### src/rtl/mul_pkg.sv
// Shared types for the multiplier datapath: product width, product type and the
// accumulator FSM state encoding.
package mul_pkg;

  localparam int PROD_W = 16;

  typedef logic [PROD_W-1:0] prod_t;

  typedef enum logic {
    ACC  = 1'b0,
    DONE = 1'b1
  } acc_state_e;

endpackage : mul_pkg

### src/rtl/mul_accum_if.sv
// Product-in / frame-result-out handshake bundle for mul_accum.
// master drives products and consumes results; slave is the accumulator.
interface mul_accum_if
  import mul_pkg::*;
#(
  parameter int ACC_W = 24
);

  logic             in_valid;
  logic             in_ready;
  prod_t            in_prod;
  logic             in_last;

  logic             out_valid;
  logic             out_ready;
  logic [ACC_W-1:0] out_sum;
  logic [7:0]       out_count;
  logic             out_ovf;

  modport master (
    output in_valid, in_prod, in_last, out_ready,
    input  in_ready, out_valid, out_sum, out_count, out_ovf
  );

  modport slave (
    input  in_valid, in_prod, in_last, out_ready,
    output in_ready, out_valid, out_sum, out_count, out_ovf
  );

endinterface : mul_accum_if

### src/rtl/mul_accum.sv
// Frame accumulator behind the multiplier: sums unsigned products over up to
// FRAME_LEN beats (or until in_last) and hands the result out on valid/ready.
//
// state | meaning
// ACC   | accepting products, in_ready=1
// DONE  | result held on the output port, in_ready=0
module mul_accum
  import mul_pkg::*;
#(
  parameter int ACC_W     = 24,
  parameter int FRAME_LEN = 16
) (
  input  logic clk,
  input  logic rst,
  mul_accum_if.slave bus
);

  localparam logic [7:0] FRAME_CNT = 8'(FRAME_LEN);

  acc_state_e       state;
  logic [ACC_W-1:0] acc;
  logic [7:0]       cnt;
  logic             ovf;

  logic             accept;
  logic             close;
  logic [ACC_W:0]   sum_ext;
  logic [7:0]       cnt_nxt;
  logic             ovf_nxt;

  assign accept  = bus.in_valid && (state == ACC);
  // One extra bit on the adder exposes the carry out of the accumulator.
  assign sum_ext = {1'b0, acc} + {{(ACC_W + 1 - PROD_W){1'b0}}, bus.in_prod};
  assign cnt_nxt = cnt + 8'd1;
  assign ovf_nxt = ovf | sum_ext[ACC_W];
  assign close   = accept && ((cnt_nxt == FRAME_CNT) || bus.in_last);

  always_ff @(posedge clk) begin
    if (rst) begin
      state         <= ACC;
      acc           <= '0;
      cnt           <= '0;
      ovf           <= 1'b0;
      bus.in_ready  <= 1'b1;
      bus.out_valid <= 1'b0;
      bus.out_sum   <= '0;
      bus.out_count <= '0;
      bus.out_ovf   <= 1'b0;
    end else begin
      case (state)
        ACC: begin
          if (accept) begin
            acc <= sum_ext[ACC_W-1:0];
            cnt <= cnt_nxt;
            ovf <= ovf_nxt;
          end
          if (close) begin
            state         <= DONE;
            bus.in_ready  <= 1'b0;
            bus.out_valid <= 1'b1;
            bus.out_sum   <= sum_ext[ACC_W-1:0];
            bus.out_count <= cnt_nxt;
            bus.out_ovf   <= ovf_nxt;
          end
        end
        DONE: begin
          if (bus.out_ready) begin
            state         <= ACC;
            acc           <= '0;
            cnt           <= '0;
            ovf           <= 1'b0;
            bus.in_ready  <= 1'b1;
            bus.out_valid <= 1'b0;
          end
        end
        default: begin
          state         <= ACC;
          bus.in_ready  <= 1'b1;
          bus.out_valid <= 1'b0;
        end
      endcase
    end
  end

endmodule : mul_accum

### src/flat_wrapper.sv
// flat-port wrapper written by rule: the top's interface ports become plain ports
module mul_accum_flat import mul_pkg::*;
#(
  parameter int ACC_W     = 24,
  parameter int FRAME_LEN = 16
)
  (clk, rst, bus_in_valid, bus_in_prod, bus_in_last, bus_out_ready, bus_in_ready, bus_out_valid, bus_out_sum, bus_out_count, bus_out_ovf);
  mul_accum_if #(.ACC_W(ACC_W)) bus_i ();
  input  logic clk;
  input  logic rst;
  input wire logic [$bits(bus_i.in_valid)-1:0] bus_in_valid;
  input wire logic [$bits(bus_i.in_prod)-1:0] bus_in_prod;
  input wire logic [$bits(bus_i.in_last)-1:0] bus_in_last;
  input wire logic [$bits(bus_i.out_ready)-1:0] bus_out_ready;
  output wire logic [$bits(bus_i.in_ready)-1:0] bus_in_ready;
  output wire logic [$bits(bus_i.out_valid)-1:0] bus_out_valid;
  output wire logic [$bits(bus_i.out_sum)-1:0] bus_out_sum;
  output wire logic [$bits(bus_i.out_count)-1:0] bus_out_count;
  output wire logic [$bits(bus_i.out_ovf)-1:0] bus_out_ovf;
  assign bus_i.in_valid = bus_in_valid;
  assign bus_i.in_prod = bus_in_prod;
  assign bus_i.in_last = bus_in_last;
  assign bus_i.out_ready = bus_out_ready;
  assign bus_in_ready = bus_i.in_ready;
  assign bus_out_valid = bus_i.out_valid;
  assign bus_out_sum = bus_i.out_sum;
  assign bus_out_count = bus_i.out_count;
  assign bus_out_ovf = bus_i.out_ovf;
  mul_accum #(.ACC_W(ACC_W), .FRAME_LEN(FRAME_LEN)) u_core (.clk(clk), .rst(rst), .bus(bus_i));
endmodule
### config.mk
export PLATFORM = sky130hd
export DESIGN_NAME = mul_accum_flat
export DESIGN_NICKNAME = d
export VERILOG_FILES = /design/src/rtl/mul_pkg.sv /design/src/rtl/mul_accum_if.sv /design/src/rtl/mul_accum.sv /design/src/flat_wrapper.sv
export SDC_FILE = /design/constraint.sdc
export NUM_CORES = 1
export LEC_CHECK = 0
export BUFFER_PORTS_ARGS = -buffer_cell sky130_fd_sc_hd__clkbuf_2
export CORE_MARGIN = 2
export CORE_UTILIZATION = 59
export CTS_BUF_LIST = sky130_fd_sc_hd__clkbuf_2 sky130_fd_sc_hd__clkbuf_4 sky130_fd_sc_hd__clkbuf_8
export DETAILED_ROUTE_END_ITERATION = 16
export PLACE_DENSITY = 0.82
export SLEW_MARGIN = 0
export SYNTH_ARGS = -nofsm -noshare
export SYNTH_HDL_FRONTEND = slang
export SYNTH_SLANG_ARGS = --single-unit
### constraint.sdc
create_clock -name clk -period 2.5 [get_ports clk]
set_input_delay 0.125 -clock clk [delete_from_list [all_inputs] [get_ports clk]]
set_output_delay 0.125 -clock clk [all_outputs]
set_load 0.005 [all_outputs]
==> results by stage, run 1 <==
Clock network:
- The worst-skew pair later-pin latency is ~0.35 ns.
- The count of hold-fix buffers inserted at cts is 0.
- The number of sinks on the clock net is a little under 70.
- CTS built an H-tree with a depth of 3.
- The buffer type at the clock tree root is sky130_fd_sc_hd__clkbuf_8.
- The clock transition time at the flip-flop clock pins of the worst setup and hold paths is 0.08 ns.
- The total clock buffers created by CTS is 9.
- The clock tree from TritonCTS is done.
- The number of buffers inserted to repair setup after CTS is 0.
- The buffer levels on the longest clock path is 2.

Global routing:
- The total overflow left after global routing is 0.
- The number of antenna violations at the first check in global routing is 0.
- The global-route wire length before repair is 16.64 mm.
- Entering global routing, the biggest net connects between 40 and 50 pins.
- The via count of the first global-routing pass was 3557.
- The total track usage is roughly 28%.

Floorplan:
- The floorplan step defined a core boundary enclosing roughly 6400 sq um.
- The area enclosed by the die boundary is around 7300 sq um.
- The starting density of the core is roughly three fifths.
- The die extent in y is approximately 85 microns.
- The I/O pin count is 56.
- The floorplan step set the die width to between 80 and 90 microns.
- In this run the core area contains 29 standard-cell rows.

Critical path:
- The arrival time at the worst endpoint is roughly 2.6 ns.
- For this design, the slowest cell found on the critical path is sky130_fd_sc_hd__or3_4.
- For this run, the slowest stage of the critical path takes 0.38 ns.
- The launching point of the worst reg2reg path is u_core.acc[5].
- For the worst setup path, the data required time is approximately 2.7 ns.
- The largest driver fanout on the critical path is 6.
- The critical path goes through ha_1 -> or3_4 -> a211oi_2 -> nor2_2 -> a211o_1 -> and3_1 -> o311a_1.
- Grouping stages by cell kind, the critical path spends the most delay in compound AO/OA/AOI/OAI gates.
- The critical path launch point is u_core.acc[5].
- The worst setup path is launched from a flip-flop.
- The nature of the critical path endpoint is a flip-flop.
- The buffer and inverter count on the worst path is 0.
- The worst setup path is of the reg2reg kind.

Drt:
- The post-detailed-route via-to-cell ratio is 6.241.
- The number of detailed-routing iterations run before antenna repair is 5.
- For this block, the via count after detailed routing is 3851.
- The routed design has 9.935 mm of wire.
- The residual DRC count is 0.
- The detail route stage leaves a number of antenna-violating nets equal to 0.
- Dividing the detail-routed wire length by the instance count gives 16.10 microns.
- The detailed router finished its first iteration with about 240 violations.

STA:
- The worst pin sits at a relative slew slack of around two thirds.
- The clock arrives with 0.007158 ns of skew.
- The minimum period implied by the final worst setup slack is 2.396 ns.
- Setup repair after global routing could not meet its margin everywhere.
- The number of hold-slack violations in the final timing report is 0.
- The max-slew violation total from the final report came to 0.
- Based on the critical path, the design can be clocked at up to 417.4 MHz.
- For the pin with the worst max-slew slack, the measured transition is around 0.52 ns.
- Dividing the final minimum period by the clock period gives 95.84%.
- Setup violations remaining at the end of the flow were counted as 0.

Synthesis:
- In the synthesized netlist the dominant register cell turns out to be sky130_fd_sc_hd__dfxtp_1.
- The largest total area in the synthesized netlist belongs to sky130_fd_sc_hd__dfxtp_1.
- The share of the synthesized area in the top cell type is 35.42%.
- By area the synthesized netlist is led by sky130_fd_sc_hd__dfxtp_1 35%, sky130_fd_sc_hd__nand2_1 5.6%, sky130_fd_sc_hd__ha_1 5.5%, sky130_fd_sc_hd__nor2_1 5.4%, sky130_fd_sc_hd__a21oi_1 5.0%.
- The count of distinct cell types in the synthesized netlist is 65.
- Synthesis produced a netlist with a net count of between 500 and 600.
- The synthesized design contains 0 enable-type register cells.
- The synthesized netlist occupies a cell area of ~3900 sq um.
- The mean instance size in the synthesized netlist is slightly above 8 sq um.
- Synthesis inferred roughly 70 register bits.
- In the synthesized netlist, the number of instances is 483.
- The share of the yosys chip area belonging to registers is 35.42%.
- The warning count from the yosys run is 0.
- Of all flip-flops after synthesis, the portion carrying an async set or reset was 0%.

Cells and area:
- The share of layout cells above drive strength 1 is between 10% and 20%.
- The synthesis-to-finish area growth is 15.14%.
- With fillers left out, the area of the finished cells amounts to between 4000 and 5000 sq um.
- In the final design database the tool counted 574 nets.
- The number of inserted diodes is 0.

Place:
- The final weighted congestion in routability-driven placement is about 0.9.
- Once detailed placement completed, the half-perimeter wirelength came to 6.889 mm.
- In this run the tool buffered the top-level ports with between 50 and 60 buffer cells.
- In this run the cell area measured after placement is between 4000 and 5000 sq um.

Hold path:
- The worst hold path begins at bus_out_ready.
- The min-delay analysis places its worst path in the category in2reg.

Power and ir drop:
- The power density over the cells is just over 600 nW/um^2.
- Across the VDD grid, the largest voltage drop is around 430 uV.
- The final total power is between 2 and 3 mW.
- The static leakage power is roughly 2.0 nW.

Run status:
- The run finished with clean final reports.

Flow run:
- The number of violations of the max-capacitance limit is 0.
## cells by family (layout without fill, tap and decap cells)
family | count (synthesis) | after routing | synth area share [%]
AND/OR/NAND/NOR | 192 | 192 | 23.16
AO/OA/AOI/OAI | 150 | 150 | 27.43
flip-flops | 69 | 69 | 35.42
buffers and inverters | 37 | 94 | 4.106
adder cells (fa/ha/maj) | 18 | 18 | 5.967
XOR/XNOR | 15 | 15 | 3.369
multiplexers | 2 | 2 | 0.5454
## Yosys cell counts, types with 2 or more instances
cell type                   count
sky130_fd_sc_hd__dfxtp_1       69
sky130_fd_sc_hd__nand2_1       58
sky130_fd_sc_hd__nor2_1        56
sky130_fd_sc_hd__a21oi_1       39
sky130_fd_sc_hd__o21ai_0       19
sky130_fd_sc_hd__ha_1          17
sky130_fd_sc_hd__clkbuf_1      15
sky130_fd_sc_hd__nand3_1       15
sky130_fd_sc_hd__nor3_1        15
sky130_fd_sc_hd__a22oi_1       12
sky130_fd_sc_hd__a211oi_1      10
sky130_fd_sc_hd__and3_1         9
sky130_fd_sc_hd__buf_2          9
sky130_fd_sc_hd__a211o_1        8
sky130_fd_sc_hd__inv_1          8
sky130_fd_sc_hd__xor2_1         8
sky130_fd_sc_hd__a21o_1         7
sky130_fd_sc_hd__o21a_1         7
sky130_fd_sc_hd__xnor2_1        7
sky130_fd_sc_hd__nand4_1        6
sky130_fd_sc_hd__o211ai_1       6
sky130_fd_sc_hd__or3_1          6
sky130_fd_sc_hd__a31oi_1        4
sky130_fd_sc_hd__and4_1         4
sky130_fd_sc_hd__nand2b_1       4
sky130_fd_sc_hd__o2111ai_1      4
sky130_fd_sc_hd__a32oi_1        3
sky130_fd_sc_hd__and2_1         3
sky130_fd_sc_hd__buf_1          3
sky130_fd_sc_hd__nor2b_1        3
sky130_fd_sc_hd__nor4_1         3
sky130_fd_sc_hd__o211a_1        3
sky130_fd_sc_hd__or4_1          3
sky130_fd_sc_hd__a2111oi_0      2
sky130_fd_sc_hd__a211oi_2       2
sky130_fd_sc_hd__a21bo_2        2
sky130_fd_sc_hd__a22o_1         2
sky130_fd_sc_hd__a311oi_1       2
sky130_fd_sc_hd__a31o_2         2
sky130_fd_sc_hd__nand3b_1       2
sky130_fd_sc_hd__o31ai_1        2
## area by class of cell
cell class,count,area [sq um]
Clock inverter,5,33.78
Inverter,8,30.03
Tap cell,77,96.34
Multi-Input combinational cell,377,2396
Clock buffer,11,151.4
Timing Repair Buffer,70,400.4
Sequential cell,69,1383
Fill cell,550,1896
## repair_timing
item,in CTS,in global routing
gates resized for setup,2,9
endpoints found under the setup margin,2,18
cloned,0,0
## power by group
group	leakage (nW)	switching, mW	total [mW]	internal, mW
clock network	0.0917	0.448	0.862	0.414
logic	1.31	0.428	0.715	0.287
registers	0.564	0.0441	1.22	1.17
total	1.96	0.920	2.80	1.88
## through the flow
step	setup TNS [ns]	setup WS, ns	hold WS, ns	util [%]	cells
after floorplan	0	0.1885	0.2797	-	483
after global placement	0	0.1191	0.4309	66.81	601
after detailed placement	-0.01703	-0.01703	0.4397	66.81	601
after CTS	0	0.002237	0.09908	69.77	617
after global routing	-0.05082	-0.04116	0.1338	70.32	617
final	0	0.1041	0.1098	70.32	617
## per-layer routing
metal / part of all wire (%) / global-route usage (%) / vias to the layer above
met5: 0 / 0 / -
met4: 2.5 / 10.82 / 0
met3: 5.7 / 4.280 / 19
met2: 46 / 46.66 / 124
met1: 45 / 37.55 / 1819
li1: - / - / 1889
## worst reg2reg max path: stages (launching register included)
cell and delay [ns]:
sky130_fd_sc_hd__dfxtp_1 0.33, sky130_fd_sc_hd__ha_1 0.29, sky130_fd_sc_hd__or3_4 0.38, sky130_fd_sc_hd__a211oi_2 0.30, sky130_fd_sc_hd__nor2_2 0.12, sky130_fd_sc_hd__a211o_1 0.38, sky130_fd_sc_hd__and3_1 0.20, sky130_fd_sc_hd__o311a_1 0.28
## placed cells by master, fill, tap and decap left out, types with 10 or more instances in the layout
cell,count
sky130_fd_sc_hd__a21oi_1,39
sky130_fd_sc_hd__clkbuf_2,55
sky130_fd_sc_hd__a211oi_1,10
sky130_fd_sc_hd__nand2_1,58
sky130_fd_sc_hd__dfxtp_1,68
sky130_fd_sc_hd__o21ai_0,18
sky130_fd_sc_hd__nand3_1,15
sky130_fd_sc_hd__buf_4,14
sky130_fd_sc_hd__nor3_1,14
sky130_fd_sc_hd__nor2_1,56
sky130_fd_sc_hd__a22oi_1,12
sky130_fd_sc_hd__ha_1,17
sky130_fd_sc_hd__clkbuf_8,11
## flip-flops by register name, summed over array words and instances, names as in the netlist
name / flops
u_core.bus.out_ovf: 1
u_core.bus.out_valid: 1
u_core.state: 1
u_core.bus.out_sum: 24
u_core.bus.in_ready: 1
u_core.cnt: 8
u_core.ovf: 1
u_core.acc: 24
u_core.bus.out_count: 8
## path summary, 6_finish.rpt
path	endpoint	slack, ns	cells past startpoint
worst max-delay path	u_core.bus.out_sum[23]	0.10	7
worst min-delay path	u_core.state	0.11	3
worst max register to register	u_core.bus.out_sum[23]	0.10	7
worst min register to register	u_core.bus.in_ready	0.45	2
Note: power is estimated with default switching activity, not from simulation.
==> inputs of run 2 (changes only) <==
CELL_PAD_IN_SITES_DETAIL_PLACEMENT = 0   (was not set)
CELL_PAD_IN_SITES_GLOBAL_PLACEMENT = 1   (was not set)
CORE_UTILIZATION = 44   (was 59)
PLACE_DENSITY = not set   (was 0.82)
PLACE_DENSITY_LB_ADDON = 0.1   (was not set)
==> results by stage, run 2 (synthesis results as in run 1) <==
Critical path:
- The largest incremental delay on the critical path is 0.39 ns (about the same).
- The cell class contributing the biggest share of worst-path delay is compound AO/OA/AOI/OAI gates.
- The required arrival time at the worst endpoint is 2.75 ns (about the same).
- The buffer and inverter count on the worst path came to 0 (unchanged).
- The most critical setup path has its startpoint at u_core.acc[5].
- The cell with the largest stage delay on the worst path is sky130_fd_sc_hd__or3_4.
- The largest driver fanout on the critical path is 6 (unchanged).
- The arrival time at the worst endpoint is 2.61 ns (-0.02 ns).
- The worst setup path is launched from a flip-flop.
- The nature of the critical path endpoint is a flip-flop.
- The critical path goes through ha_1 -> or3_4 -> a211oi_2 -> nor2_2 -> a211o_1 -> and3_1 -> o311a_1.
- The launching point of the worst reg2reg path is u_core.acc[5].
- By startpoint and endpoint, the worst setup path is classified as reg2reg.

Global routing:
- The maximum number of pins on one net before global-route repair is 67 (+52%).
- The number of antenna violations at the first check in global routing came to 0 (unchanged).
- The remaining global-route overflow is 0 (unchanged).
- The via count of the first global-routing pass is 3680 (+3.5%).
- The total track usage was 22.53% (-5.8 points).
- The global-route wire length before repair came to 17.59 mm (+5.7%).

Cells and area:
- The number of inserted diodes was 0 (unchanged).
- The count of filler cells inserted in the layout is 848 (+54%).
- Leaving out fill and tap cells, the most frequent cell in the layout is sky130_fd_sc_hd__dfxtp_1.
- The largest registers in the layout are u_core.acc: 24 flops, u_core.bus.out_sum: 24 flops.
- The library cells used most frequently in the layout, excluding fill and tap cells, are 68 x sky130_fd_sc_hd__dfxtp_1, 58 x sky130_fd_sc_hd__nand2_1, 55 x sky130_fd_sc_hd__nor2_1, 55 x sky130_fd_sc_hd__clkbuf_2, 37 x sky130_fd_sc_hd__a21oi_1.
- Relative to the synthesized area, the layout overhead comes to 20.24%.
- The net count reported at finish is 594 (+3.5%).
- The final core utilization is 54.04% (-16 points).
- The share of layout cells above drive strength 1 was 23.75% (+3.9 points).

STA:
- The transition at the pin with the smallest max-transition slack was 0.7337 ns (+0.2125 ns).
- The post-route clock period utilization is 94.45% (-1.4 points).
- The post-route clock skew is 0.01360 ns (+0.006442 ns).
- The max-slew violation total from the final report is 0 (unchanged).
- Setup repair after global routing left no endpoint under its margin.
- The fmax is 423.5 MHz (+1.5%).
- The worst setup margin came to 0.1388 ns (+0.03472 ns).
- The worst hold margin was 0.08231 ns (-0.02744 ns).
- The relative slew slack was 51.09% (-14 points).
- The minimum period implied by the final worst setup slack is 2.361 ns (-0.03472 ns).
- The total setup violations reported at the end of the flow is 0 (unchanged).
- The number of hold-slack violations in the final timing report is 0 (unchanged).

Floorplan:
- The die span in x is 98.15 microns (+15%).
- The die extent in y is 98.15 microns (+15%).
- The placement row count was 34 (+17%).
- The starting density of the core was 44.94% (-16 points).
- The I/O pin count was 56 (unchanged).
- The area enclosed by the die boundary is 9632 sq um (+32%).
- The standard cell core area is 8678 sq um (+36%).

Clock network:
- The buffer levels on the longest clock path is 2 (unchanged).
- The number of sinks on the clock net is 69 (unchanged).
- The count of hold-fix buffers inserted at cts was 0 (unchanged).
- The clock transition time at the flip-flop clock pins of the worst setup and hold paths is 0.08 ns (about the same).
- The CTS H-tree depth is 3 (unchanged).
- The worst-skew pair later-pin latency is 0.36 ns (about the same).
- The total clock buffers created by CTS is 9 (unchanged).
- The clock tree from TritonCTS is done.
- The cell sitting at the root of the clock tree is a sky130_fd_sc_hd__clkbuf_8.

Power and ir drop:
- The register share of total power is 43.3% (-0.3 points).
- The switching power share of the total is 34.13% (+1.2 points).
- The fraction of power consumed by combinational cells is 27.0% (+1.4 points).
- The power dissipated by switching net loads is 0.9605 mW (+4.4%).
- The static leakage power was 2.066 nW (+5.2%).
- The peak supply drop is 231.4 uV (-46%).
- The cell-internal power came to 1.854 mW (-1.1%).
- The power share of the clock group is 29.8% (-1.0 points).
- The power density over the cells was 600.1 nW/um^2 (-3.6%).

Drt:
- The final antenna-violating net count came to 0 (unchanged).
- The detailed-routing wirelength on met1 is 5.230 mm (+16%).
- The uppermost metal layer occupied by signal nets is met4.
- The wire length per cell is 15.92 microns (-1.1%).
- The overall routed net length came to 10.64 mm (+7.0%).
- The count of vias placed by the detailed router is 3809 (-1.1%).
- The met2 routed wirelength is 4.665 mm (+1.2%).
- The number of detailed-routing iterations run before antenna repair is 4 (-1).
- The violation count after the first detailed-routing iteration came to 197 (-18%).
- The residual DRC count was 0 (unchanged).
- The routed wire length on met3 is 495 microns (-13%).
- The post-detailed-route via-to-cell ratio is 5.702 (-8.6%).

Flow run:
- The number of violations of the max-capacitance limit came to 0 (unchanged).

Place:
- The placed wire-length estimate was 7.426 mm (+7.8%).
- The final weighted congestion in routability-driven placement is 0.8421 (-8.4%).
- The post-place setup slack is -0.004636 ns (+0.01240 ns).
- The number of I/O port buffers is 55 (unchanged).

Hold path:
- The hold path startpoint is bus_out_ready.
- The min-delay analysis places its worst path in the category in2reg.

Run status:
- The flow ran to the end, and the final reports show no timing, DRC or antenna violations.
==> run 2: cell count changes in the layout (fill, tap and decap cells not counted), moves of 2 or more <==
cell                         change
sky130_fd_sc_hd__buf_4          +21
sky130_fd_sc_hd__clkinv_4        +3
sky130_fd_sc_hd__a21oi_1         -2
sky130_fd_sc_hd__a21oi_2         +2
sky130_fd_sc_hd__clkbuf_8        -2
sky130_fd_sc_hd__clkinvlp_4      -2
==> run 2: final timing paths <==
path,to,slack [ns],cells past startpoint
min,u_core.state,0.08,3
max reg2reg,u_core.bus.out_sum[23],0.14,7
max,u_core.bus.out_sum[23],0.14,7
min reg2reg,u_core.bus.in_ready,0.45,2
==> run 2: what timing repair did <==
| action | in CTS | in global routing |
|---|---|---|
| setup buffers | 7 | 5 |
| gates resized for setup | 3 | 15 |
| pin swaps | 1 | 8 |
| endpoints found under the setup margin | 3 | 13 |
==> run 2: metal layers <==
| layer | GRT usage (%) | vias up |
|---|---|---|
| met2 | 34.30 | 88 |
| met5 | 0 | - |
| met3 | 3.651 | 16 |
| li1 | - | 1922 |
| met4 | 9.694 | 0 |
| met1 | 31.70 | 1783 |
==> run 2: power by group through the flow <==
stage	clock [mW]	sequential [mW]	combinational [mW]
2_1_floorplan	0	1.24	0.486
3_3_place_gp	0	1.24	0.710
5_1_grt	0.902	1.23	0.840
4_1_cts	0.853	1.22	0.732
6_report	0.838	1.22	0.759
3_5_place_dp	0	1.24	0.713
==> run 2: tightest hold or removal path, stage by stage <==
cell	delay [ns]
sky130_fd_sc_hd__clkbuf_2	0.11
sky130_fd_sc_hd__nand2b_1	0.10
sky130_fd_sc_hd__a21oi_1	0.06
==> run 2: layout make-up <==
class	count	area, sq um	area share (%)
multi-input combinational	377	2430	51.81
sequential	69	1383	29.48
clock inverter	7	50.05	1.067
inverter	8	30.03	0.6403
tap	108	135.1	2.882
timing repair buffer	90	538.0	11.47
clock buffer	9	123.9	2.641
==> run 2: stage by stage <==
step / instance area [sq um] / instances / TNS (ns) / total power, mW
after CTS: 4598 / 664 / 0 / 2.802
final: 4690 / 668 / 0 / 2.814
after global placement: 4360 / 641 / 0 / 1.950
after global routing: 4690 / 668 / 0 / 2.971
after detailed placement: 4360 / 641 / -0.004636 / 1.956
after floorplan: 3900 / 483 / 0 / 1.725
